--- src/rtl/sysbus_arbiter.sv ---
// Two-master Sysbus arbiter: round-robin grant of one Bottom port to client 0 (ifetch) and client 1 (dcache),
// one transaction in flight, burst beat counting and response routing back to the granted client.
module sysbus_arbiter #(
  parameter int unsigned DATA_WIDTH = 64,
  parameter int unsigned TAG_WIDTH  = 13,
  parameter int unsigned BURST_LEN  = 8
) (
  input  logic                  clk,
  input  logic                  reset,
  input  logic                  c0_reqcyc,
  input  logic [DATA_WIDTH-1:0] c0_req,
  input  logic [TAG_WIDTH-1:0]  c0_reqtag,
  output logic                  c0_reqack,
  output logic [DATA_WIDTH-1:0] c0_resp,
  output logic [TAG_WIDTH-1:0]  c0_resptag,
  output logic                  c0_respcyc,
  input  logic                  c0_respack,
  input  logic                  c1_reqcyc,
  input  logic [DATA_WIDTH-1:0] c1_req,
  input  logic [TAG_WIDTH-1:0]  c1_reqtag,
  output logic                  c1_reqack,
  output logic [DATA_WIDTH-1:0] c1_resp,
  output logic [TAG_WIDTH-1:0]  c1_resptag,
  output logic                  c1_respcyc,
  input  logic                  c1_respack,
  output logic [DATA_WIDTH-1:0] bus_req,
  output logic [TAG_WIDTH-1:0]  bus_reqtag,
  output logic                  bus_reqcyc,
  input  logic                  bus_reqack,
  input  logic [DATA_WIDTH-1:0] bus_resp,
  input  logic [TAG_WIDTH-1:0]  bus_resptag,
  input  logic                  bus_respcyc,
  output logic                  bus_respack
);

  localparam int unsigned CNT_W = $clog2(BURST_LEN) + 1;

  typedef enum logic [1:0] {
    IDLE  = 2'd0,
    REQ   = 2'd1,
    WDATA = 2'd2,
    RWAIT = 2'd3
  } state_t;

  state_t           state_q, state_d;
  logic             owner_q, owner_d;
  logic             last_grant_q, last_grant_d;
  logic [CNT_W-1:0] beat_cnt_q, beat_cnt_d;

  // Owner-side view of the client request/response handshakes
  logic                  own_reqcyc;
  logic [DATA_WIDTH-1:0] own_req;
  logic [TAG_WIDTH-1:0]  own_reqtag;
  logic                  own_respack;
  logic                  last_beat;

  assign own_reqcyc  = owner_q ? c1_reqcyc  : c0_reqcyc;
  assign own_req     = owner_q ? c1_req     : c0_req;
  assign own_reqtag  = owner_q ? c1_reqtag  : c0_reqtag;
  assign own_respack = owner_q ? c1_respack : c0_respack;
  assign last_beat   = (beat_cnt_q == CNT_W'(BURST_LEN - 1));

  always_ff @(posedge clk) begin
    if (reset) begin
      state_q      <= IDLE;
      owner_q      <= 1'b0;
      last_grant_q <= 1'b1;
      beat_cnt_q   <= '0;
    end else begin
      state_q      <= state_d;
      owner_q      <= owner_d;
      last_grant_q <= last_grant_d;
      beat_cnt_q   <= beat_cnt_d;
    end
  end

  always_comb begin
    state_d      = state_q;
    owner_d      = owner_q;
    last_grant_d = last_grant_q;
    beat_cnt_d   = beat_cnt_q;
    bus_req      = '0;
    bus_reqtag   = '0;
    bus_reqcyc   = 1'b0;
    bus_respack  = 1'b0;
    c0_reqack    = 1'b0;
    c1_reqack    = 1'b0;
    c0_resp      = '0;
    c1_resp      = '0;
    c0_resptag   = '0;
    c1_resptag   = '0;
    c0_respcyc   = 1'b0;
    c1_respcyc   = 1'b0;

    case (state_q)
      IDLE: begin
        if (c0_reqcyc || c1_reqcyc) begin
          owner_d      = (c0_reqcyc && c1_reqcyc) ? ~last_grant_q : c1_reqcyc;
          last_grant_d = owner_d;
          state_d      = REQ;
        end
      end

      REQ, WDATA: begin
        bus_req    = own_req;
        bus_reqtag = own_reqtag;
        bus_reqcyc = own_reqcyc;
        c0_reqack  = ~owner_q & bus_reqack;
        c1_reqack  = owner_q & bus_reqack;
        if (state_q == REQ) begin
          beat_cnt_d = '0;
          // An owner that drops reqcyc before the ack has given up the slot
          if (!own_reqcyc) begin
            state_d = IDLE;
          end else if (bus_reqack) begin
            state_d = own_reqtag[TAG_WIDTH-1] ? RWAIT : WDATA;
          end
        end else if (own_reqcyc && bus_reqack) begin
          beat_cnt_d = beat_cnt_q + CNT_W'(1);
          if (last_beat) state_d = IDLE;
        end
      end

      RWAIT: begin
        bus_respack = own_respack;
        if (owner_q) begin
          c1_resp    = bus_resp;
          c1_resptag = bus_resptag;
          c1_respcyc = bus_respcyc;
        end else begin
          c0_resp    = bus_resp;
          c0_resptag = bus_resptag;
          c0_respcyc = bus_respcyc;
        end
        if (bus_respcyc && own_respack) begin
          beat_cnt_d = beat_cnt_q + CNT_W'(1);
          if (last_beat) state_d = IDLE;
        end
      end

      default: state_d = IDLE;
    endcase
  end

endmodule

--- config.mk ---
export PLATFORM = sky130hd
export DESIGN_NAME = sysbus_arbiter
export DESIGN_NICKNAME = d
export VERILOG_FILES = /design/src/rtl/sysbus_arbiter.sv
export SDC_FILE = /design/constraint.sdc
export NUM_CORES = 1
export LEC_CHECK = 0
export BUFFER_PORTS_ARGS = -buffer_cell sky130_fd_sc_hd__buf_4
export CORE_AREA = 4 4 184 186
export CTS_BUF_LIST = sky130_fd_sc_hd__clkbuf_4
export DETAILED_ROUTE_END_ITERATION = 10
export DIE_AREA = 0 0 188 190
export HOLD_SLACK_MARGIN = 0.03
export PLACE_DENSITY = 0.32
export SYNTH_ARGS = -nofsm -noshare
export SYNTH_HDL_FRONTEND = slang
export SYNTH_SLANG_ARGS = --single-unit
--- constraint.sdc ---
create_clock -name clk -period 3 [get_ports clk]
set_clock_uncertainty 0.05 [all_clocks]
set_input_delay 0.3 -clock clk [delete_from_list [all_inputs] [get_ports clk]]
set_output_delay 0.3 -clock clk [all_outputs]
set_load 0.02 [all_outputs]
**After elaboration in Yosys (flattened, before gate mapping)**

Index checks and enable logic that the tools add are counted.

- Register bits: 8
- Input bits: 239
- Output and inout port bits: 237
- Logic and storage cells: 63

- $add $sub $neg: 1
- Eq/ne operators: 8
- Muxes and demuxes: 36
- Bitwise operators: 4
- Reductions and logical operators: 10

Operators with widths:

| operator | count |
|---|---|
| two-way mux 64 bit | 6 |
| two-way mux 13 bit | 6 |
| two-way mux 2 bit | 7 |
| two-way mux 1 bit | 12 |
| two-way mux 4 bit | 3 |
| one-hot mux 4 bit (2 select lines) | 1 |
| one-hot mux 2 bit (3 select lines) | 1 |
| adder 4 x 1 -> 4 bit, second input constant | 1 |
| equality test 2 bit, second input constant | 2 |
| equality test 4 x 3 -> 1 bit, second input constant | 1 |
| != test 2 bit, second input constant | 2 |
| != test 4 bit, second input constant | 1 |
| AND reduction 4 bit | 1 |
| logical AND 1 bit | 3 |
| != test 3 bit, second input constant | 1 |
| AND reduction 3 bit | 1 |
| bitwise AND 1 bit | 2 |
| equality test 2 x 1 -> 1 bit, second input constant | 1 |
| zero test 2 bit | 1 |
| inverter 1 bit | 2 |
| AND reduction 2 bit | 1 |
| nonzero test 2 bit | 1 |
| OR reduction 2 bit | 1 |
| logical OR 1 bit | 1 |

**Logic depth before layout (Yosys ltp)**

- Depth in word-level cells: 6
- Gate-level depth with buffers: 6

**Least setup slack after synthesis**

OpenSTA, ideal clock, no wires.

- Path type: reg-to-output
- From: register state_q[0]
- To: output bus_req[43]
- Arrival: 1654 ps
- Data required time: 2650 ps
- Path slack: 996 ps
- Stages on the path, launching flop included: 7
- Path through: dfxtp_1 > inv_1 > ha_1 > inv_2 > clkbuf_1 > clkbuf_1 > nor2_1

- Cells in the longest elaborated chain, start to end: 3

RTL lines:

| what | line | text |
|---|---|---|
| start: declaration | 45 | `state_t state_q, state_d;` |
| start signal: assignment | 70 | `state_q <= state_d;` |
| equality test 2 x 1 -> 1 bit or equality test 2 bit (tied branches) | 95 | `case (state_q)` |
| OR reduction 2 bit * | 95 |  |
| two-way mux 64 bit * | 95 |  |
| end: declaration | 26 | `output logic [DATA_WIDTH-1:0] bus_req,` |

Mark *: on every way between the ends. The rest lies on a longest branch, timed or not.

**Worst setup path in the final report**

- From: register state_q[0]
- To: output c0_resptag[7]

- Cells in the longest elaborated chain, start to end: 2

RTL lines:

| what | line | text |
|---|---|---|
| equality test 2 bit | 95 |  |
| two-way mux 13 bit | 95 |  |
| end: declaration | 15 | `output logic [TAG_WIDTH-1:0] c0_resptag,` |

No other way between the ends.

==> out/metrics.cfg <==
[status]
outcome = finished, final reports clean

[synthesis]
synth_area_um2 = 2860
synthesis.nets = 672
synth_edf_count = 0
yosysSeqAreaShare = 0.0560
syn-instance-count = 427
synth_top_cell_area_share = 0.273
synth_top_flop_cell = dfxtp_1
yosys_warnings = 0
yosys.area.top_type = mux2i_1
avgSynthCellArea_um2 = 6.70
async_reset_ff_frac = 0
synth_area_leaders = mux2i_1 (27%), and3_1 (17%), and2_1 (17%)
synth.distinct_cells = 37
ys_seq_elements = 8

[setup_path]
required_ps = 2650
cp-end-kind = primary output
worstPathArrival_ps = 2180
worstPathMaxFanout = 24
r2r_cells = 5
reg2reg_from = owner_q
start_kind = flip-flop
timing.rr.end = beat_cnt_q[0]
worstSetupPathType = flip-flop to primary output
r2r_slack_ps = 650

[sta]
rsz0062_at_grt = false
tns_ps = 0
min_period_over_period = 0.842
max-slew-margin-rel = 0.352
setup_viol = 0
worst_slew_pin_slew_ps = 970
hold_viol_final = 0
fmax_mhz = 396
slew_viol_final = 0
min_period_ps = 2530

[global_routing]
grt_pass1_wl_um = 31100
grt_pass1_vias = 4909
met3_usage = 0.0334
grt_usage = 0.111
grt.overflow.total = 0
grt_max_degree = 85
busiest_layer = met2
met1_usage = 0.124
antenna_found_initial = 2
gr-usage-met2 = 0.212

[clock_tree]
post_cts_resize_count = 0
clk_pin_slew_worst_paths_ps = 70
cts_max_level = 1
cts_tree = done
cts.hold.buffers_added = 0
cts_root_buffer = clkbuf_4
clock_latency_ps = 270
cts_sinks = 8
cts_buffers = 3
cts_max_path_buffers = 2
post_cts_buffers = 0

[floorplanning]
die-area_um2 = 35700
start_util = 0.0885
dieWidth_um = 188
die_height_um = 190
rows = 66
core-area_um2 = 32300
pin_count = 476

[power_and_ir_drop]
p_per_area_nw_per_um2 = 348
finalPower_uw = 2410
p_leak_uw = 0.00382
peakVddDrop_uv = 208

[finish]
n_fill_cell = 3667
syn_to_final_growth_pct = 142
layout-drive-gt1-share = 0.574
layout.nets = 1117

[placement]
io_buffers = 475
gp_congestion = 0.745
dp.final_hpwl_um = 18600

[min_path]
hold_end = owner_q
min_path_type = input port to flip-flop
hold_depth = 2
worstHoldStart = reset

[detailed_routing]
num_vias = 4741
drtIter0Drc = 158
ant_nets = 0
viasPerCell = 3.61
routed_wl_um = 22300
wl_per_cell_um = 16.9
drtPass1Iterations = 4
drc = 0

[job]
cap_violations = 0

-- per-layer routing --
metal | wire length [um] | part of all wire
met1 | 8240 | 0.37
met2 | 11900 | 0.54
met3 | 1890 | 0.085
met4 | 178 | 0.0080
met5 | 17 | 0.00076
-- cell families (layout without fill, tap and decap cells) --
group / Yosys count / after routing / synth area share
AND/OR/NAND/NOR: 256 / 257 / 0.479
multiplexers: 80 / 80 / 0.285
buffers and inverters: 55 / 498 / 0.0779
AO/OA/AOI/OAI: 22 / 22 / 0.0761
flip-flops: 8 / 8 / 0.0560
adder cells (fa/ha/maj): 6 / 6 / 0.0263
other: 0 / 1 / 0
-- critical path: stages, from the launching register on --
cell and delay (ps):
dfxtp_1 390, ha_2 200, inv_1 150, nor2_2 800
and2_1 240, buf_4 140
-- placed cells by master, fill, tap and decap left out, types with 2 or more instances in the layout --
| cell | n |
|---|---|
| a311o_1 | 2 |
| inv_1 | 10 |
| nand2_1 | 8 |
| nor2b_1 | 2 |
| a21oi_1 | 3 |
| buf_4 | 482 |
| o41ai_2 | 2 |
| dfxtp_1 | 7 |
| nor3_1 | 2 |
| ha_1 | 5 |
| clkbuf_4 | 4 |
| and3_1 | 79 |
| nand3_1 | 2 |
| and2_1 | 77 |
| nor2_1 | 83 |
| mux2i_1 | 78 |
-- synth_stat cells, drive strengths merged (2+ instances only) --
library cell and number:
clkbuf 33, and3 79, nand3 2, and2 77, a311o 2, a21oi 3, inv 11, dfxtp 8
o32ai 2, nand2 8, nor2b 2, buf 11, nor3 2, o41ai 2, mux2i 79, o21ai 2
nor2 84, ha 6
-- flip-flops by register name, summed over array words and instances, names as in the netlist --
signal        flops
last_grant_q      1
state_q           2
beat_cnt_q        4
owner_q           1
-- power breakdown --
| group | internal [uW] | switching, uW | total, uW |
|---|---|---|---|
| sequential | 129 | 44.0 | 173 |
| combinational | 927 | 1200 | 2130 |
| clock | 60.1 | 43.6 | 104 |
-- worst max-delay path by stage --
stage / start / end / slack (ps) / cells after the start
after floorplan: state_q[0] / bus_req[43] / 1000 / 6
after global placement: state_q[0] / c0_resp[13] / 520 / 6
after detailed placement: state_q[0] / c0_resp[16] / 490 / 6
after CTS: state_q[0] / c0_resp[48] / 200 / 6
after global routing: state_q[0] / c0_resp[48] / 210 / 6
final: state_q[0] / c0_resptag[7] / 470 / 5
-- through the flow --
step | cells | setup slack, ps | area (um2) | util | hold slack (ps)
floorplan | 427 | 996 | 2860 | - | 411
global placement | 1308 | 515 | 6880 | 0.213 | 436
detailed placement | 1308 | 487 | 6880 | 0.213 | 440
CTS | 1312 | 204 | 6910 | 0.214 | 231
global route | 1314 | 206 | 6920 | 0.214 | 233
finish | 1314 | 474 | 6920 | 0.214 | 235
-- layout make-up --
type | instances | area, um2 | share of cell area
Inverter | 11 | 41.3 | 0.00597
Clock buffer | 4 | 30.0 | 0.00434
Multi-Input combinational cell | 365 | 2490 | 0.360
Timing Repair Buffer | 483 | 3640 | 0.526
Tap cell | 442 | 553 | 0.0799
Sequential cell | 8 | 164 | 0.0237
Antenna cell | 1 | 2.50 | 0.000362
Note: power is estimated with default switching activity, not from simulation.
